<file path="src/rtl/blk_xfer_ctrl_pkg.sv">
// Shared cache-side definitions: memory geometry, transfer FSM states and
// the block-alignment helper used by the miss-service initiator.
package blk_xfer_ctrl_pkg;

  localparam int PA_WIDTH  = 16;
  localparam int BLK_WIDTH = 64;
  localparam int BYTE      = 8;
  localparam int WRD_WIDTH = 32;

  // Byte-offset bits inside one block; forced to zero on every block address.
  localparam int BLK_OFF_W = $clog2(BLK_WIDTH / BYTE);

  typedef enum logic [1:0] {
    ST_IDLE = 2'd0,
    ST_WB   = 2'd1,
    ST_FILL = 2'd2,
    ST_RESP = 2'd3
  } xfer_state_e;

  function automatic logic [PA_WIDTH-1:0] blk_align(input logic [PA_WIDTH-1:0] addr);
    return {addr[PA_WIDTH-1:BLK_OFF_W], {BLK_OFF_W{1'b0}}};
  endfunction

endpackage

</file>
<file path="src/rtl/blk_xfer_ctrl_lat_counter.sv">
// Saturating down-counter timing how long a memory enable is held.
// done is high while the count sits at zero.
module lat_counter #(
  parameter int LATENCY = 4
) (
  input  logic clk,
  input  logic rst,
  input  logic load,
  input  logic dec,
  output logic done
);

  localparam int CW = $clog2(LATENCY + 1);
  localparam logic [CW-1:0] LOAD_VAL = CW'(LATENCY - 1);

  logic [CW-1:0] cnt;

  always_ff @(posedge clk) begin
    if (rst) begin
      cnt <= '0;
    end else if (load) begin
      cnt <= LOAD_VAL;
    end else if (dec && (cnt != '0)) begin
      cnt <= cnt - CW'(1);
    end
  end

  assign done = (cnt == '0);

endmodule

</file>
<file path="src/rtl/blk_xfer_ctrl.sv">
// Miss-service initiator: optional writeback then optional fill on the
// main-memory block port, finishing with a one-cycle response pulse.
//
// state | meaning
// IDLE  | waiting for a request, req_ready high
// WB    | mem_wr_en held with latched wb address/data for LATENCY cycles
// FILL  | mem_rd_en held with latched fill address, data captured on last cycle
// RESP  | resp_valid pulse, then back to IDLE
module blk_xfer_ctrl
  import blk_xfer_ctrl_pkg::*;
#(
  parameter int LATENCY = 4
) (
  input  logic                 clk,
  input  logic                 rst,
  input  logic                 req_valid,
  output logic                 req_ready,
  input  logic                 req_wb,
  input  logic                 req_fill,
  input  logic [PA_WIDTH-1:0]  req_wb_addr,
  input  logic [PA_WIDTH-1:0]  req_fill_addr,
  input  logic [BLK_WIDTH-1:0] req_wb_data,
  output logic                 resp_valid,
  output logic [BLK_WIDTH-1:0] resp_data,
  output logic                 busy,
  output logic [PA_WIDTH-1:0]  mem_addr,
  output logic                 mem_rd_en,
  output logic                 mem_wr_en,
  output logic [BLK_WIDTH-1:0] mem_wr_data,
  input  logic [BLK_WIDTH-1:0] mem_rd_data
);

  xfer_state_e state_q, state_d;

  logic                 wb_q, fill_q;
  logic [PA_WIDTH-1:0]  wb_addr_q, fill_addr_q;
  logic [BLK_WIDTH-1:0] wb_data_q;
  logic                 accept, cnt_load, cnt_dec, cnt_done;

  assign accept = req_valid && (state_q == ST_IDLE);

  // Reload on entry to either memory phase, including WB -> FILL.
  assign cnt_load = (accept && (req_wb || req_fill)) ||
                    ((state_q == ST_WB) && cnt_done && fill_q);
  assign cnt_dec  = (state_q == ST_WB) || (state_q == ST_FILL);

  lat_counter #(.LATENCY(LATENCY)) u_lat (
    .clk  (clk),
    .rst  (rst),
    .load (cnt_load),
    .dec  (cnt_dec),
    .done (cnt_done)
  );

  always_ff @(posedge clk) begin
    if (rst) state_q <= ST_IDLE;
    else     state_q <= state_d;
  end

  always_comb begin
    state_d = state_q;
    unique case (state_q)
      ST_IDLE: if (req_valid) state_d = req_wb ? ST_WB : (req_fill ? ST_FILL : ST_RESP);
      ST_WB:   if (cnt_done) state_d = fill_q ? ST_FILL : ST_RESP;
      ST_FILL: if (cnt_done) state_d = ST_RESP;
      ST_RESP: state_d = ST_IDLE;
      default: state_d = ST_IDLE;
    endcase
  end

  always_comb begin
    req_ready   = (state_q == ST_IDLE);
    busy        = (state_q != ST_IDLE);
    resp_valid  = (state_q == ST_RESP);
    mem_wr_en   = 1'b0;
    mem_rd_en   = 1'b0;
    mem_addr    = '0;
    mem_wr_data = '0;
    if ((state_q == ST_WB) && wb_q) begin
      mem_wr_en   = 1'b1;
      mem_addr    = wb_addr_q;
      mem_wr_data = wb_data_q;
    end else if (state_q == ST_FILL) begin
      mem_rd_en = 1'b1;
      mem_addr  = fill_addr_q;
    end
  end

  always_ff @(posedge clk) begin
    if (rst) begin
      wb_q        <= 1'b0;
      fill_q      <= 1'b0;
      wb_addr_q   <= '0;
      fill_addr_q <= '0;
      wb_data_q   <= '0;
    end else if (accept) begin
      wb_q        <= req_wb;
      fill_q      <= req_fill;
      wb_addr_q   <= blk_align(req_wb_addr);
      fill_addr_q <= blk_align(req_fill_addr);
      wb_data_q   <= req_wb_data;
    end
  end

  always_ff @(posedge clk) begin
    if (rst)                                     resp_data <= '0;
    else if ((state_q == ST_FILL) && cnt_done)   resp_data <= mem_rd_data;
  end

endmodule

</file>
<file path="config.mk">
export PLATFORM = sky130hd
export DESIGN_NAME = blk_xfer_ctrl
export DESIGN_NICKNAME = d
export VERILOG_FILES = /design/src/rtl/blk_xfer_ctrl_pkg.sv /design/src/rtl/blk_xfer_ctrl_lat_counter.sv /design/src/rtl/blk_xfer_ctrl.sv
export SDC_FILE = /design/constraint.sdc
export NUM_CORES = 1
export LEC_CHECK = 0
export CAP_MARGIN = 20
export CORE_AREA = 5 5 133 135
export DETAILED_ROUTE_END_ITERATION = 8
export DIE_AREA = 0 0 138 140
export PLACE_DENSITY = 0.79
export RECOVER_POWER = 50
export SETUP_SLACK_MARGIN = 0.5
export SYNTH_ARGS = -nofsm -noshare
export SYNTH_HDL_FRONTEND = slang
export SYNTH_SLANG_ARGS = --single-unit
</file>
<file path="constraint.sdc">
create_clock -name clk -period 1.8 [get_ports clk]
set_input_delay 0.18 -clock clk [delete_from_list [all_inputs] [get_ports clk]]
set_output_delay 0.18 -clock clk [all_outputs]
set_load 0.01 [all_outputs]
</file>
==> metrics.txt, run 1 <==
# TYPE chip_impl_metric gauge
chip_impl_info{name="outcome",value="complete, but fails checks"} 1
chip_impl_info{name="failed_checks",value="negative setup slack"} 1
chip_impl_metric{name="post-layout-total-power",unit="mW"} 15.1
chip_impl_metric{name="std_cell_rows",unit=""} 47
chip_impl_metric{name="period_needed",unit="ps"} 1850
chip_impl_metric{name="power.static_leakage",unit="nW"} 5.14
chip_impl_info{name="timing.hold.worst.class",value="primary input to register"} 1
chip_impl_metric{name="fp.coreArea",unit="µm²"} 16300
chip_impl_metric{name="grt_start_max_net_pins",unit=""} 49
chip_impl_metric{name="grt_pass1_wl",unit="µm"} 38500
chip_impl_info{name="timing.critical_path.cells",value="buf_4, buf_6, ha_4, buf_12, and3b_2, buf_8, buf_12, buf_16, nand2_4, a21oi_1"} 1
chip_impl_metric{name="reg2regPathDepth",unit=""} 10
chip_impl_info{name="worst_setup_path_end_kind",value="register"} 1
chip_impl_metric{name="wirelength",unit="µm"} 28800
chip_impl_metric{name="clkSlewWorstSetupHoldPaths",unit="ps"} 70
chip_impl_info{name="cp_slowest_cell",value="sky130_fd_sc_hd__dfxtp_4"} 1
chip_impl_metric{name="place.port_buffers",unit=""} 304
chip_impl_metric{name="regToRegSetupSlack",unit="ps"} -50
chip_impl_metric{name="pwr_density_cell",unit="nW/µm²"} 1230
chip_impl_metric{name="pwr-share-clk",unit="%"} 23.7
chip_impl_metric{name="arrival",unit="ps"} 2150
chip_impl_metric{name="die-area",unit="µm²"} 19300
chip_impl_metric{name="final_slew_viol_count",unit=""} 0
chip_impl_metric{name="crit_path_max_incr_delay",unit="ps"} 350
chip_impl_metric{name="vdd_drop_max",unit="mV"} 0.735
chip_impl_metric{name="diodes",unit=""} 0
chip_impl_metric{name="post-route-drc-count",unit=""} 0
chip_impl_info{name="critical-path-top-cell-by-count",value="sky130_fd_sc_hd__buf_12"} 1
chip_impl_metric{name="numCtsBuffers",unit=""} 17
chip_impl_metric{name="routabilityCongestion",unit=""} 0.814
chip_impl_metric{name="synth_area_per_cell",unit="µm²"} 7.67
chip_impl_metric{name="number_of_global_route_vias_before_repair",unit=""} 7062
chip_impl_metric{name="flow.area_growth_from_synthesis",unit="%"} 87.9
chip_impl_metric{name="slew_at_the_pin_with_the_worst_max_slew_slack",unit="ps"} 575
chip_impl_metric{name="finalSetupViolCount",unit=""} 16
chip_impl_metric{name="detailedPlacementHpwl",unit="µm"} 15300
chip_impl_metric{name="clk_latency_worst_skew_pair",unit="ps"} 430
chip_impl_metric{name="p_sw_share",unit="%"} 36.1
chip_impl_info{name="hold_path_startpoint",value="rst"} 1
chip_impl_metric{name="cap_violations",unit=""} 0
chip_impl_metric{name="effective_utilization_at_floorplan",unit="%"} 40.0
chip_impl_metric{name="routed_via_density",unit=""} 5.26
chip_impl_metric{name="worst_slew_margin_rel",unit="%"} 61.6
chip_impl_metric{name="number_of_nets_still_failing_antenna_checks_after_routing",unit=""} 0
chip_impl_info{name="worst_hold_path.endpoint",value="wb_data_q[29]$_SDFFE_PP0P_"} 1
chip_impl_metric{name="power.net_switching",unit="mW"} 5.46
chip_impl_metric{name="ys.warnings.count",unit=""} 0
chip_impl_metric{name="die-height",unit="µm"} 140
chip_impl_info{name="worstReg2RegStart",value="state_q[1]$_SDFFE_PP0P_"} 1
chip_impl_metric{name="drt_iter0_drc",unit=""} 419
chip_impl_metric{name="antenna_found_initial",unit=""} 0
chip_impl_metric{name="maximum_clock_frequency",unit="MHz"} 540
chip_impl_metric{name="synth.distinct_cells",unit=""} 28
chip_impl_metric{name="groute.usage.overall",unit="%"} 24.6
chip_impl_info{name="nature_of_the_critical_path_startpoint",value="register"} 1
chip_impl_metric{name="layout_worst_path_cycle_share",unit="%"} 103
chip_impl_metric{name="pwr-share-comb",unit="%"} 45.7
chip_impl_metric{name="route.detailed.wl_per_inst",unit="µm"} 20.4
chip_impl_info{name="critical_path_class",value="register to register"} 1
chip_impl_metric{name="number_of_cells_traversed_by_the_worst_hold_path",unit=""} 2
chip_impl_metric{name="report.final.hold_viol_count",unit=""} 0
chip_impl_metric{name="sequential_share_of_power",unit="%"} 30.6
chip_impl_metric{name="layout-drive-gt1-share",unit="%"} 33.8
chip_impl_metric{name="mappedNetlistArea",unit="µm²"} 6550
chip_impl_metric{name="worst_ep_required_time",unit="ps"} 2100
chip_impl_metric{name="num-nets-final",unit=""} 1351
chip_impl_metric{name="detailroute.via_count",unit=""} 7420
chip_impl_info{name="grt_setup_unrepaired",value="yes"} 1
chip_impl_metric{name="critical_path_peak_fanout",unit=""} 8
chip_impl_metric{name="detail_route.first_pass.iterations",unit=""} 7
chip_impl_metric{name="final_util",unit="%"} 75.2
chip_impl_metric{name="ctsLongestPathBuffers",unit=""} 2
chip_impl_metric{name="postSynthCellCount",unit=""} 853
chip_impl_metric{name="internal-power",unit="mW"} 9.66
chip_impl_metric{name="synth_sequential_area_ratio",unit="%"} 49.2
chip_impl_metric{name="yosys_register_bits",unit=""} 161
chip_impl_metric{name="globalRouteOverflowTotal",unit=""} 0
chip_impl_metric{name="post-route-worst-setup-slack",unit="ps"} -51.5
chip_impl_metric{name="i_o_pins",unit=""} 314
chip_impl_metric{name="timing.clock.skew",unit="ps"} 14.7
chip_impl_info{name="r2r_end",value="resp_data[32]$_SDFFE_PP0P_"} 1
chip_impl_metric{name="cts_sinks",unit=""} 161
chip_impl_metric{name="die_w",unit="µm"} 138
chip_impl_info{name="buffer_cell_driving_the_clock_tree_root",value="sky130_fd_sc_hd__clkbuf_16"} 1
chip_impl_metric{name="cts-htree-levels",unit=""} 4
chip_impl_info{name="tritoncts",value="yes"} 1
-- metrics by stage --
| step | area [µm²] | TNS, ps | worst slack (ps) | hold slack, ps | std cells |
|---|---|---|---|---|---|
| floorplan | 6710 | 0 | 449 | 307 | 855 |
| global placement | 9890 | -734 | -65.5 | 438 | 1332 |
| detailed placement | 9890 | -1410 | -120 | 442 | 1332 |
| CTS | 11200 | -830 | -61.6 | 239 | 1390 |
| global route | 12300 | -1330 | -83.4 | 263 | 1411 |
| finish | 12300 | -313 | -51.5 | 254 | 1411 |
-- worst max path at each step --
| stage | from | endpoint | cells past startpoint |
|---|---|---|---|
| after floorplan | state_q[0]$_SDFFE_PP0P_ | resp_data[35]$_SDFFE_PP0P_ | 8 |
| after global placement | state_q[1]$_SDFFE_PP0P_ | mem_addr[12] | 8 |
| after detailed placement | state_q[1]$_SDFFE_PP0P_ | mem_addr[10] | 8 |
| after CTS | state_q[1]$_SDFFE_PP0P_ | resp_data[36]$_SDFFE_PP0P_ | 10 |
| after global routing | state_q[1]$_SDFFE_PP0P_ | mem_addr[11] | 8 |
| final | state_q[1]$_SDFFE_PP0P_ | resp_data[32]$_SDFFE_PP0P_ | 10 |
-- area by class of cell --
class	instances	area, µm²
Clock buffer	21	440
Fill cell	1118	4050
Multi-Input combinational cell	614	3950
Tap cell	220	275
Clock inverter	11	133
Timing Repair Buffer	376	4220
Inverter	7	43.8
Timing Repair inverter	1	8.76
Sequential cell	161	3230
-- synthesized netlist by cell type --
cell type | count | area [µm²]
sky130_fd_sc_hd__buf_2 | 23 | 115
sky130_fd_sc_hd__inv_1 | 7 | 26.3
sky130_fd_sc_hd__dfxtp_1 | 161 | 3220
sky130_fd_sc_hd__a21oi_1 | 143 | 716
sky130_fd_sc_hd__nand2_1 | 344 | 1290
sky130_fd_sc_hd__a21o_1 | 1 | 7.51
sky130_fd_sc_hd__and3_1 | 64 | 400
sky130_fd_sc_hd__nand3_1 | 14 | 70.1
sky130_fd_sc_hd__o22ai_1 | 2 | 12.5
sky130_fd_sc_hd__a221o_1 | 1 | 10.0
sky130_fd_sc_hd__clkbuf_1 | 29 | 109
sky130_fd_sc_hd__and3b_1 | 1 | 8.76
sky130_fd_sc_hd__a21oi_2 | 14 | 123
sky130_fd_sc_hd__and2_1 | 1 | 6.26
sky130_fd_sc_hd__nand2b_1 | 2 | 12.5
sky130_fd_sc_hd__nor3_1 | 1 | 5.00
sky130_fd_sc_hd__conb_1 | 1 | 3.75
sky130_fd_sc_hd__nor2b_1 | 3 | 18.8
sky130_fd_sc_hd__buf_6 | 1 | 11.3
sky130_fd_sc_hd__buf_4 | 14 | 105
sky130_fd_sc_hd__o21ai_0 | 2 | 10.0
sky130_fd_sc_hd__o211a_1 | 1 | 10.0
sky130_fd_sc_hd__a31oi_1 | 2 | 12.5
sky130_fd_sc_hd__buf_8 | 6 | 90.1
sky130_fd_sc_hd__ha_1 | 8 | 100
sky130_fd_sc_hd__nor2_1 | 3 | 11.3
sky130_fd_sc_hd__nand3b_1 | 1 | 7.51
sky130_fd_sc_hd__mux2i_1 | 3 | 30.0
-- worst max-delay path, delay by kind of cell, from the launching register on --
kind                     cells  cell delay (ps)
flip-flops                   1              350
AND/OR/NAND/NOR              2              310
adder cells (fa/ha/maj)      1              170
buffers and inverters        6              830
AO/OA/AOI/OAI                1               70
-- flip-flops by register name, summed over array words and instances, names as in the netlist --
signal,cells
state_q,2
resp_data,64
fill_addr_q,13
fill_q,1
wb_addr_q,13
wb_data_q,64
wb_q,1
u_lat.cnt,3
-- logic make-up (layout without fill, tap and decap cells) --
logic type | Yosys count | count (layout) | synth area share [%]
AO/OA/AOI/OAI | 166 | 166 | 13.8
adder cells (fa/ha/maj) | 8 | 8 | 1.53
buffers and inverters | 80 | 416 | 6.98
flip-flops | 161 | 161 | 49.2
multiplexers | 3 | 3 | 0.459
other | 1 | 3 | 0.0573
AND/OR/NAND/NOR | 434 | 434 | 28.0
-- power by group through the flow --
stage          combinational, mW  sequential (mW)  clock, mW
6_report                    6.91             4.63       3.59
5_1_grt                     7.30             4.69       3.80
4_1_cts                     5.57             4.57       3.62
3_5_place_dp                4.19             4.61          0
3_3_place_gp                4.14             4.59          0
2_1_floorplan               2.48             4.66          0
-- routing by layer --
| layer | track usage, % | up-vias | routed length (µm) |
|---|---|---|---|
| met4 | 9.98 | 0 | 1280 |
| li1 | - | 3446 | - |
| met1 | 28.1 | 3505 | 10300 |
| met3 | 8.52 | 96 | 2440 |
| met2 | 42.3 | 373 | 14700 |
| met5 | 0 | - | 0 |
-- timing repair --
| action | CTS | global route |
|---|---|---|
| gates resized for setup | 473 | 208 |
| buffers inserted | 12 | 8 |
| gates cloned | 14 | 13 |
| pin swaps | 38 | 76 |
| hold buffers | 0 | 0 |
| setup endpoints to repair | 307 | 306 |
-- cell usage in the layout, fill, tap and decap left out, types with 2 or more instances in the layout --
master and count:
sky130_fd_sc_hd__a21oi_2 52, sky130_fd_sc_hd__a31oi_1 2, sky130_fd_sc_hd__clkinv_4 4, sky130_fd_sc_hd__inv_8 3
sky130_fd_sc_hd__and3_1 19, sky130_fd_sc_hd__nor2_1 2, sky130_fd_sc_hd__nor2b_1 3, sky130_fd_sc_hd__dfxtp_1 158
sky130_fd_sc_hd__mux2i_1 3, sky130_fd_sc_hd__clkbuf_16 27, sky130_fd_sc_hd__and3_4 45, sky130_fd_sc_hd__a21oi_1 105
sky130_fd_sc_hd__nand2_2 30, sky130_fd_sc_hd__nand2_8 2, sky130_fd_sc_hd__nand2b_1 2, sky130_fd_sc_hd__conb_1 3
sky130_fd_sc_hd__nand2_1 251, sky130_fd_sc_hd__buf_8 6, sky130_fd_sc_hd__dfxtp_4 2, sky130_fd_sc_hd__inv_6 2
sky130_fd_sc_hd__nand3_2 13, sky130_fd_sc_hd__buf_16 13, sky130_fd_sc_hd__ha_4 5, sky130_fd_sc_hd__inv_1 3
sky130_fd_sc_hd__nand2_4 61, sky130_fd_sc_hd__ha_1 3, sky130_fd_sc_hd__bufinv_16 2, sky130_fd_sc_hd__buf_2 28
sky130_fd_sc_hd__clkbuf_1 7, sky130_fd_sc_hd__buf_4 16, sky130_fd_sc_hd__buf_6 65, sky130_fd_sc_hd__clkinv_2 2
sky130_fd_sc_hd__buf_12 16, sky130_fd_sc_hd__clkdlybuf4s50_1 218, sky130_fd_sc_hd__o21ai_0 2
(Power assumes the default switching activity.)
==> inputs of run 2 (changes only) <==
SKIP_LAST_GASP = 1   (was unset)
==> run 2 against run 1 <==
  * The run still ends with negative setup slack left
  * Setup slack better by 18 ps
  * Core utilization is 0.95 points lower
  * Combinational power is 0.7% higher
  * Clock power hardly changed
  * Sequential cell count stayed put
  * First-iteration DRC count is 6.2% higher
  * Clock skew is 3.9 ps lower
  * Fmax is 0.97% higher
  * Register-to-register slack better by 20 ps
  * Hold slack better by 14 ps
  * Largest power group unchanged
  * Die area stayed put
  * Highest routed layer unchanged
  * Critical path depth stayed put
==> metrics.txt, run 2 (synthesized netlist as in run 1, its figures left out) <==
# TYPE chip_impl_metric gauge
chip_impl_metric{name="timing.clock.skew",unit="ps"} 10.8
chip_impl_info{name="tritoncts",value="yes"} 1
chip_impl_info{name="buffer_cell_driving_the_clock_tree_root",value="sky130_fd_sc_hd__clkbuf_16"} 1
chip_impl_metric{name="period_needed",unit="ps"} 1830
chip_impl_metric{name="clk_latency_worst_skew_pair",unit="ps"} 420
chip_impl_metric{name="clkSlewWorstSetupHoldPaths",unit="ps"} 70
chip_impl_metric{name="antenna_found_initial",unit=""} 0
chip_impl_info{name="cp_slowest_cell",value="sky130_fd_sc_hd__dfxtp_4"} 1
chip_impl_info{name="grt_setup_unrepaired",value="yes"} 1
chip_impl_metric{name="die_w",unit="µm"} 138
chip_impl_metric{name="worst_slew_margin_rel",unit="%"} 59.5
chip_impl_metric{name="pwr_density_cell",unit="nW/µm²"} 1250
chip_impl_metric{name="layout_worst_path_cycle_share",unit="%"} 102
chip_impl_metric{name="groute.usage.overall",unit="%"} 24.4
chip_impl_metric{name="cts-htree-levels",unit=""} 4
chip_impl_metric{name="flow.area_growth_from_synthesis",unit="%"} 85.5
chip_impl_metric{name="slew_at_the_pin_with_the_worst_max_slew_slack",unit="ps"} 608
chip_impl_metric{name="worst_ep_required_time",unit="ps"} 2110
chip_impl_info{name="failed_checks",value="negative setup slack"} 1
chip_impl_info{name="outcome",value="complete, but fails checks"} 1
chip_impl_metric{name="cap_violations",unit=""} 0
chip_impl_metric{name="globalRouteOverflowTotal",unit=""} 0
chip_impl_metric{name="layoutNonFillerInstCount",unit=""} 1416
chip_impl_metric{name="diodes",unit=""} 0
chip_impl_metric{name="detail_route.first_pass.iterations",unit=""} 6
chip_impl_metric{name="ctsLongestPathBuffers",unit=""} 2
chip_impl_metric{name="power.static_leakage",unit="nW"} 5.25
chip_impl_metric{name="detailroute.via_count",unit=""} 7441
chip_impl_metric{name="die-height",unit="µm"} 140
chip_impl_metric{name="numCtsBuffers",unit=""} 17
chip_impl_metric{name="critical_path_peak_fanout",unit=""} 8
chip_impl_metric{name="wirelength",unit="µm"} 28500
chip_impl_info{name="highest_count_cells_in_the_layout_ignoring_fill_and_taps",value="sky130_fd_sc_hd__nand2_1 (240), sky130_fd_sc_hd__clkdlybuf4s50_1 (191), sky130_fd_sc_hd__dfxtp_1 (158)"} 1
chip_impl_metric{name="number_of_global_route_vias_before_repair",unit=""} 6984
chip_impl_metric{name="routed_via_density",unit=""} 5.25
chip_impl_metric{name="grt_pass1_wl",unit="µm"} 38300
chip_impl_metric{name="grt_start_max_net_pins",unit=""} 49
chip_impl_metric{name="std_cell_rows",unit=""} 47
chip_impl_metric{name="final_slew_viol_count",unit=""} 0
chip_impl_metric{name="report.final.hold_viol_count",unit=""} 0
chip_impl_metric{name="layout.filler_cells",unit=""} 1142
chip_impl_metric{name="maximum_clock_frequency",unit="MHz"} 545
chip_impl_metric{name="place.port_buffers",unit=""} 304
chip_impl_metric{name="drt_iter0_drc",unit=""} 445
chip_impl_metric{name="detailedPlacementHpwl",unit="µm"} 15300
chip_impl_metric{name="num-nets-final",unit=""} 1356
chip_impl_metric{name="cts_sinks",unit=""} 161
chip_impl_info{name="nature_of_the_critical_path_startpoint",value="register"} 1
chip_impl_metric{name="finalSetupViolCount",unit=""} 15
chip_impl_metric{name="post-route-worst-setup-slack",unit="ps"} -33.7
chip_impl_metric{name="arrival",unit="ps"} 2140
chip_impl_metric{name="dp_cells",unit=""} 1332
chip_impl_metric{name="routabilityCongestion",unit=""} 0.814
chip_impl_metric{name="post-route-drc-count",unit=""} 0
chip_impl_info{name="layout_top_registers",value="resp_data (64), wb_data_q (64)"} 1
chip_impl_metric{name="effective_utilization_at_floorplan",unit="%"} 40.0
chip_impl_metric{name="fp.coreArea",unit="µm²"} 16300
chip_impl_info{name="critical_path_class",value="register to register"} 1
chip_impl_info{name="worst_setup_path_end_kind",value="register"} 1
chip_impl_info{name="critical-path-top-cell-by-count",value="sky130_fd_sc_hd__buf_12"} 1
chip_impl_metric{name="route.detailed.wl_per_inst",unit="µm"} 20.2
chip_impl_metric{name="number_of_nets_still_failing_antenna_checks_after_routing",unit=""} 0
chip_impl_metric{name="dp_slack",unit="ps"} -120
chip_impl_metric{name="die-area",unit="µm²"} 19300
chip_impl_info{name="timing.critical_path.cells",value="buf_4, buf_6, ha_4, buf_12, and3b_2, buf_8, buf_12, buf_16, nand2_4, a21oi_2"} 1
chip_impl_metric{name="vdd_drop_max",unit="mV"} 0.752
chip_impl_info{name="final_common_cell",value="sky130_fd_sc_hd__nand2_1"} 1
chip_impl_metric{name="crit_path_max_incr_delay",unit="ps"} 350
chip_impl_metric{name="i_o_pins",unit=""} 314
chip_impl_info{name="timing.hold.worst.class",value="primary input to register"} 1
chip_impl_metric{name="layout-drive-gt1-share",unit="%"} 34.4
run 2: cell types whose count changed in the layout (fill, tap and decap cells not counted), sizes merged:
cell           previous run  this run
clkdlybuf4s50           218       191
dlygate4sd3               0        25
clkbuf                   34        38
buf                     144       147
run 2: layer usage:
| layer | track usage [%] | vias up | part of all wire [%] |
|---|---|---|---|
| met1 | 28.0 | 3536 | 37 |
| met5 | 0 | - | 0 |
| met4 | 9.52 | 0 | 3.4 |
| li1 | - | 3456 | - |
| met3 | 9.00 | 77 | 8.3 |
| met2 | 41.6 | 372 | 51 |
run 2: worst max-delay path, delay by kind of cell, from the launching register on:
| kind | cells | cell delay [ps] |
|---|---|---|
| buffers and inverters | 6 | 830 |
| AO/OA/AOI/OAI | 1 | 40 |
| flip-flops | 1 | 350 |
| adder cells (fa/ha/maj) | 1 | 170 |
| AND/OR/NAND/NOR | 2 | 330 |
run 2: cell type report:
| cell class | count | area [µm²] | area share [%] |
|---|---|---|---|
| inverters | 7 | 43.8 | 0.361 |
| clock buffers | 21 | 440 | 3.63 |
| repair inverters | 1 | 8.76 | 0.0721 |
| repair buffers | 381 | 4110 | 33.8 |
| multi-input cells | 614 | 3910 | 32.2 |
| clock inverters | 11 | 133 | 1.09 |
| flip-flops and latches | 161 | 3230 | 26.6 |
| well taps | 220 | 275 | 2.27 |
run 2: worst paths after layout:
check                             startpoint  cells past startpoint                         end  slack, ps
setup / recovery     state_q[1]$_SDFFE_PP0P_                     10  resp_data[36]$_SDFFE_PP0P_        -30
hold reg to reg   wb_data_q[10]$_SDFFE_PP0P_                      2  wb_data_q[10]$_SDFFE_PP0P_        450
hold / removal                           rst                      2  wb_data_q[29]$_SDFFE_PP0P_        270
setup reg to reg     state_q[1]$_SDFFE_PP0P_                     10  resp_data[36]$_SDFFE_PP0P_        -30
run 2: what timing repair did:
action                     in CTS  in global routing
hold buffers                    0                  0
gates cloned                   14                 15
resized for setup             412                240
setup buffers                  12                 11
pin swaps                      23                 82
setup endpoints to repair     307                306
run 2: metrics by stage:
stage	instance area (µm²)	hold slack (ps)	power (mW)	utilization [%]	TNS [ps]
after floorplan	6710	307	7.13	-	0
after global placement	9890	438	8.72	60.5	-734
after detailed placement	9890	442	8.80	60.5	-1410
after CTS	10900	239	13.7	66.9	-1270
after global routing	12100	286	15.8	74.3	-1300
final	12100	268	15.2	74.3	-247
run 2: report_power, final:
group	total (mW)	switching, mW	internal, mW	leakage (nW)
registers	4.62	0.398	4.22	1.32
logic	6.96	3.54	3.42	3.66
clock network	3.60	1.53	2.06	0.278
total	15.2	5.47	9.70	5.25
==> inputs of run 3 (changes only) <==
GPL_TIMING_DRIVEN = 0   (was unset)
SETUP_SLACK_MARGIN = 0.02   (was 0.5)
==> run 3 against run 2 <==
  * The run still ends with negative setup slack left
  * Critical path depth is 3 lower
  * Setup slack worse by 89 ps
  * Hold slack worse by 54 ps
  * Clock power fell by 2%
  * Non-clock buffer count up 38
  * Register-to-register slack worse by 80 ps
  * Routed wire length shrank 9.3%
  * Power shrank 7.6%
  * Combinational power is 15% lower
  * Sequential share of layout area up 0.50 points
  * Critical endpoint is now mem_wr_data[50]
  * Largest cell class unchanged
==> metrics.txt, run 3 (synthesized netlist as in run 1, its figures left out) <==
# TYPE chip_impl_metric gauge
chip_impl_metric{name="wirelength",unit="µm"} 25900
chip_impl_metric{name="ctsLongestPathBuffers",unit=""} 2
chip_impl_metric{name="power.net_switching",unit="mW"} 4.86
chip_impl_info{name="critical_path_class",value="register to output port"} 1
chip_impl_metric{name="detailroute.via_count",unit=""} 7285
chip_impl_metric{name="timing.clock.skew",unit="ps"} 9.01
chip_impl_metric{name="layoutNonFillerInstCount",unit=""} 1453
chip_impl_metric{name="layout_worst_path_cycle_share",unit="%"} 107
chip_impl_metric{name="place.port_buffers",unit=""} 303
chip_impl_metric{name="arrival",unit="ps"} 1740
chip_impl_info{name="timing.hold.worst.class",value="primary input to register"} 1
chip_impl_metric{name="routabilityCongestion",unit=""} 0.813
chip_impl_metric{name="numCtsBuffers",unit=""} 17
chip_impl_info{name="final_common_cell",value="sky130_fd_sc_hd__nand2_1"} 1
chip_impl_metric{name="fp.coreArea",unit="µm²"} 16300
chip_impl_metric{name="maximum_clock_frequency",unit="MHz"} 520
chip_impl_metric{name="clk_latency_worst_skew_pair",unit="ps"} 420
chip_impl_metric{name="vdd_drop_max",unit="mV"} 0.795
chip_impl_info{name="grt_setup_unrepaired",value="yes"} 1
chip_impl_metric{name="reg2regPathDepth",unit=""} 10
chip_impl_metric{name="period_needed",unit="ps"} 1920
chip_impl_metric{name="die-height",unit="µm"} 140
chip_impl_metric{name="cts_sinks",unit=""} 161
chip_impl_info{name="layout_top_registers",value="resp_data (64), wb_data_q (64)"} 1
chip_impl_metric{name="regToRegSetupSlack",unit="ps"} -110
chip_impl_metric{name="layout-drive-gt1-share",unit="%"} 30.7
chip_impl_metric{name="pwr-share-clk",unit="%"} 25.0
chip_impl_metric{name="num-nets-final",unit=""} 1393
chip_impl_info{name="tritoncts",value="yes"} 1
chip_impl_metric{name="number_of_cells_traversed_by_the_worst_hold_path",unit=""} 3
chip_impl_metric{name="dp_cells",unit=""} 1378
chip_impl_info{name="nature_of_the_critical_path_startpoint",value="register"} 1
chip_impl_metric{name="routed_via_density",unit=""} 5.01
chip_impl_metric{name="grt_start_max_net_pins",unit=""} 17
chip_impl_metric{name="p_sw_share",unit="%"} 34.7
chip_impl_info{name="failed_checks",value="negative setup slack"} 1
chip_impl_metric{name="clkSlewWorstSetupHoldPaths",unit="ps"} 70
chip_impl_metric{name="detailedPlacementHpwl",unit="µm"} 17100
chip_impl_metric{name="internal-power",unit="mW"} 9.16
chip_impl_metric{name="pwr_density_cell",unit="nW/µm²"} 1180
chip_impl_metric{name="worst_ep_required_time",unit="ps"} 1620
chip_impl_metric{name="effective_utilization_at_floorplan",unit="%"} 40.0
chip_impl_info{name="highest_count_cells_in_the_layout_ignoring_fill_and_taps",value="sky130_fd_sc_hd__nand2_1 (282), sky130_fd_sc_hd__clkdlybuf4s50_1 (221), sky130_fd_sc_hd__dfxtp_1 (158)"} 1
chip_impl_metric{name="final_util",unit="%"} 72.9
chip_impl_metric{name="number_of_nets_still_failing_antenna_checks_after_routing",unit=""} 0
chip_impl_metric{name="power.static_leakage",unit="nW"} 4.81
chip_impl_metric{name="critical_path_peak_fanout",unit=""} 8
chip_impl_metric{name="route.detailed.wl_per_inst",unit="µm"} 17.8
chip_impl_metric{name="antenna_found_initial",unit=""} 0
chip_impl_info{name="hold_path_startpoint",value="rst"} 1
chip_impl_info{name="buffer_cell_driving_the_clock_tree_root",value="sky130_fd_sc_hd__clkbuf_16"} 1
chip_impl_info{name="r2r_end",value="resp_data[25]$_SDFFE_PP0P_"} 1
chip_impl_metric{name="std_cell_rows",unit=""} 47
chip_impl_info{name="worstReg2RegStart",value="state_q[1]$_SDFFE_PP0P_"} 1
chip_impl_metric{name="post-route-worst-setup-slack",unit="ps"} -122
chip_impl_info{name="worst_setup_path_end_kind",value="output port"} 1
chip_impl_metric{name="globalRouteOverflowTotal",unit=""} 0
chip_impl_metric{name="drt_iter0_drc",unit=""} 345
chip_impl_metric{name="report.final.hold_viol_count",unit=""} 0
chip_impl_metric{name="worst_slew_margin_rel",unit="%"} 58.8
chip_impl_metric{name="post-route-drc-count",unit=""} 0
chip_impl_metric{name="flow.area_growth_from_synthesis",unit="%"} 82.1
chip_impl_metric{name="finalSetupViolCount",unit=""} 121
chip_impl_metric{name="die_w",unit="µm"} 138
chip_impl_metric{name="final_slew_viol_count",unit=""} 0
chip_impl_metric{name="detail_route.first_pass.iterations",unit=""} 4
chip_impl_metric{name="cap_violations",unit=""} 0
chip_impl_info{name="worst_hold_path.endpoint",value="state_q[0]$_SDFFE_PP0P_"} 1
chip_impl_info{name="outcome",value="complete, but fails checks"} 1
chip_impl_metric{name="layout.filler_cells",unit=""} 1178
chip_impl_metric{name="number_of_global_route_vias_before_repair",unit=""} 7016
chip_impl_metric{name="grt_pass1_wl",unit="µm"} 37100
chip_impl_metric{name="groute.usage.overall",unit="%"} 23.7
chip_impl_metric{name="die-area",unit="µm²"} 19300
chip_impl_metric{name="cts-htree-levels",unit=""} 4
chip_impl_metric{name="dp_slack",unit="ps"} -531
chip_impl_metric{name="slew_at_the_pin_with_the_worst_max_slew_slack",unit="ps"} 619
chip_impl_metric{name="sequential_share_of_power",unit="%"} 32.8
chip_impl_metric{name="i_o_pins",unit=""} 314
chip_impl_metric{name="diodes",unit=""} 0
chip_impl_metric{name="pwr-share-comb",unit="%"} 42.2
[run 3: changes by cell type in the layout (fill, tap and decap cells not counted), moves of 26 or more]
cell | previous run | this run
sky130_fd_sc_hd__buf_6 | 41 | 77
sky130_fd_sc_hd__nand2_4 | 57 | 19
sky130_fd_sc_hd__buf_2 | 53 | 27
sky130_fd_sc_hd__clkdlybuf4s50_1 | 191 | 221
sky130_fd_sc_hd__nand2_1 | 240 | 282
sky130_fd_sc_hd__a21oi_2 | 67 | 30
sky130_fd_sc_hd__and3_1 | 40 | 12
sky130_fd_sc_hd__and3_4 | 24 | 52
sky130_fd_sc_hd__a21oi_1 | 90 | 127
[run 3: worst max-delay path by stage]
| stage | cells after the start | slack, ps | end | startpoint |
|---|---|---|---|---|
| final | 7 | -120 | mem_wr_data[50] | state_q[1]$_SDFFE_PP0P_ |
| after global routing | 7 | -180 | mem_wr_data[52] | state_q[1]$_SDFFE_PP0P_ |
| after CTS | 7 | -170 | mem_wr_data[20] | state_q[1]$_SDFFE_PP0P_ |
| after detailed placement | 6 | -530 | mem_wr_data[20] | state_q[1]$_SDFFE_PP0P_ |
| after global placement | 7 | -520 | mem_addr[11] | state_q[1]$_SDFFE_PP0P_ |
| after floorplan | 6 | 320 | mem_addr[10] | state_q[1]$_SDFFE_PP0P_ |
[run 3: timing repair]
action	in CTS	in global routing
buffers inserted	17	11
cloned	8	9
setup endpoints to repair	82	166
hold buffers	0	0
resized for setup	467	203
pin swaps	27	14
[run 3: critical path: stages, from the launching register on]
cell,delay [ps]
sky130_fd_sc_hd__dfxtp_4,370
sky130_fd_sc_hd__inv_4,40
sky130_fd_sc_hd__ha_4,190
sky130_fd_sc_hd__buf_12,150
sky130_fd_sc_hd__buf_12,140
sky130_fd_sc_hd__buf_8,130
sky130_fd_sc_hd__and3_4,170
sky130_fd_sc_hd__buf_6,120
[run 3: power by group through the flow]
stage          combinational, mW  clock [mW]  sequential [mW]
2_1_floorplan               2.34           0             4.64
3_3_place_gp                4.10           0             4.56
3_5_place_dp                4.15           0             4.59
4_1_cts                     4.89        3.56             4.55
5_1_grt                     6.35        3.73             4.68
6_report                    5.91        3.51             4.60
[run 3: area by class of cell]
type                            instances  area [µm²]  area share, %
Clock buffer                           20         457           3.83
Inverter                                7        38.8          0.325
Buffer                                 72         631           5.29
Multi-Input combinational cell        614        3590           30.1
Clock inverter                         12         109          0.913
Tap cell                              220         275           2.31
Sequential cell                       161        3230           27.1
Timing Repair Buffer                  347        3590           30.1
[run 3: stage by stage]
stage / hold WS, ps / cell area (µm²) / power, mW / TNS [ps]
finish: 214 / 11900 / 14.0 / -9940
global placement: 438 / 9860 / 8.66 / -29940
CTS: 159 / 11000 / 13.0 / -8360
detailed placement: 442 / 9860 / 8.74 / -31280
global route: 197 / 11900 / 14.8 / -17560
floorplan: 316 / 6550 / 6.98 / 0
[run 3: layer usage]
layer	global-route usage, %	vias to the layer above	wire (µm)
met5	0	-	0
met4	8.27	0	779
met3	8.35	56	1820
met2	42.9	265	13400
met1	25.8	3459	9870
li1	-	3505	-
==> RTL change (flow settings as in run 2) <==
Re-encode `xfer_state_e` (4 states) as one-hot, 4 bits wide.
--- a/src/rtl/blk_xfer_ctrl_pkg.sv
+++ b/src/rtl/blk_xfer_ctrl_pkg.sv
@@ -10,11 +10,11 @@
   // Byte-offset bits inside one block; forced to zero on every block address.
   localparam int BLK_OFF_W = $clog2(BLK_WIDTH / BYTE);
 
-  typedef enum logic [1:0] {
-    ST_IDLE = 2'd0,
-    ST_WB   = 2'd1,
-    ST_FILL = 2'd2,
-    ST_RESP = 2'd3
+  typedef enum logic [3:0] {
+    ST_IDLE = 4'b0001,
+    ST_WB   = 4'b0010,
+    ST_FILL = 4'b0100,
+    ST_RESP = 4'b1000
   } xfer_state_e;
 
   function automatic logic [PA_WIDTH-1:0] blk_align(input logic [PA_WIDTH-1:0] addr);
Check against the original RTL: same outputs for any inputs over 4 cycles, from zero or initial values and one cycle with rst high; so few cycles prove little.
==> RTL change against run 2 <==
The run still ends with negative setup slack left. Register-to-register slack worse by 0.09 ns. Clock skew up 0.0015 ns. Setup slack worse by 0.27 ns. Routed wire length up 5.1%. Hold slack worse by 0.061 ns. Sequential cell count is 2 higher. Synthesized area decreased by 1.6%. Global-route usage up 0.56 points. Final area is 0.98% lower. Largest cell class unchanged. Highest routed layer unchanged.
Power is not compared: it rests on default switching activity, and its combinational part moved more than twofold at a synthesized area within 25%.
==> RTL change: results (changes against run 2) <==
async set or reset register ratio after synthesis 0% (unchanged); sequential area share after synthesis 50.7% (+1.4 points); Cell Count Post-Placement 1307 (-1.9%); pin count of the biggest net entering global routing 50 (+2.0%); CTS root buf clkbuf_16; Non-clock buffers 413 (+8.4%); Clock Skew 0.0123 ns (+0.00154 ns); CTS Buf Count 17 (unchanged); worst r2r src state_q[3]; buffer share of cell area 39.0% (+5.1 points); Seq. cell area 0.00327 mm^2 (+1.2%); Setup violations, final 172 (+157); clk tree area frac 5.23% (+0.51 points); HPWL Detailed 14800 um (-3.0%); Post-synth EDFFs 0 (unchanged); DR WL/cell 21.2 um (+4.9%); hold_ws 0.207 ns (-0.0614 ns); Lkg Pwr 4.94 nW; status finished, violations left; worst slack at placement -0.320 ns (-0.200 ns); Post-Syn Area per Cell 7.82 um^2 (+1.9%); Worst EP arrival 1.93 ns (-0.21 ns); fin worst setup slack -0.306 ns (-0.273 ns); largest cells by area after synthesis dfxtp_1, nand2_1, a21oi_1; Nets 1352 (-0.29%); reg2reg end fill_addr_q[3]; detailed-route via count 7456 (+0.20%); DP Area 0.00978 mm^2 (-1.1%); clock-pin slew of the registers on the worst-case setup and hold paths 0.07 ns (about the same); clock buffers 22 (+4.8%); Critical Path Max Stage Delay 0.34 ns; Slowest cell on crit path dfxtp_2; n_diodes 1 (+1); violations in the final reports negative setup slack; Placer Congestion 0.817 (+0.42%); first-pass GRT wire length 38300 um (about the same); synth warn 0 (unchanged); multi-input combinational area share 26.2% (-6.0 points); layout cells sized above 1 29.1% (-5.3 points); worst hold path class in -> reg; vias in the first global route 6929 (-0.79%); reg2reg setup slack -0.12 ns (-0.09 ns); #MultiIn Comb 586 (-4.6%); clock latency at the later pin of the worst-skew pair 0.43 ns; gr usage total 25.0% (+0.56 points); H-tree levels 4 (unchanged); Detailed Route Iter0 Violations 401 (-9.9%); setup tns final -21.20 ns (-20.95 ns); Vias/cell 5.25 (about the same); CTS max path bufs 2 (unchanged); worst-path fanout max 7 (-1); Distinct cells, synth 33 (+18%); Seq cells post-synth 163 (+1.2%); # fillers 1167 (+2.2%); Pre-antenna DRT Iters 7 (+1); Worst Hold Path EP resp_data[49]; initial antenna violation count 1 (+1); top cells by count, synth nand2_1, dfxtp_1, a21oi_1, clkbuf_1, and3_2; Cell Area, Synth 0.00644 mm^2 (-1.6%); Inverters 4 (-4)
-- RTL change: cell count changes after synthesis, sizes merged, moves of 3 or more --
cell | before | now
mux2i | 3 | 0
clkbuf | 29 | 50
nor4b | 0 | 4
inv | 7 | 4
nand3 | 14 | 0
nand2 | 344 | 317
a22o | 0 | 13
ha | 8 | 2
a21oi | 157 | 160
buf | 44 | 23
-- RTL change: logic make-up (layout without fill, tap and decap cells) --
logic type      count (synthesis)  in the layout  share of synthesized area [%]
flops                         163            163                           50.7
mux                             1              1                          0.175
fa+ha+maj                       2              2                          0.389
compound gates                176            176                           14.8
simple gates                  400            401                           27.9
xor+xnor                        3              3                          0.408
other cells                     1              4                         0.0582
buf+inv                        77            449                           5.56
-- RTL change: power breakdown --
group	switching, mW	internal, mW	leakage (nW)
Combinational	0.950	1.18	3.31
Clock	1.54	2.34	0.303
Sequential	0.130	3.82	1.33
-- RTL change: repair_timing --
item,in CTS,in global routing
gates resized for setup,360,168
cloned,20,20
pin swaps,26,15
buffers inserted,27,12
setup endpoints to repair,309,309
-- RTL change: routing by layer --
layer  track usage (%)  vias to the layer above  routed length [um]
met5                 0                        -                   0
met1              28.5                     3543               11200
met3              7.57                       92                2220
li1                  -                     3447                   -
met4              9.31                        0                1320
met2              44.2                      374               15300
-- RTL change: worst max path at each step --
stage	start	endpoint	slack, ns
after global routing	state_q[3]	mem_wr_data[4]	-0.37
after CTS	state_q[2]	mem_wr_data[54]	-0.27
after floorplan	state_q[1]	wb_q	0.22
after detailed placement	state_q[0]	mem_wr_data[30]	-0.32
final	state_q[3]	mem_wr_data[22]	-0.31
after global placement	state_q[0]	mem_wr_data[27]	-0.22
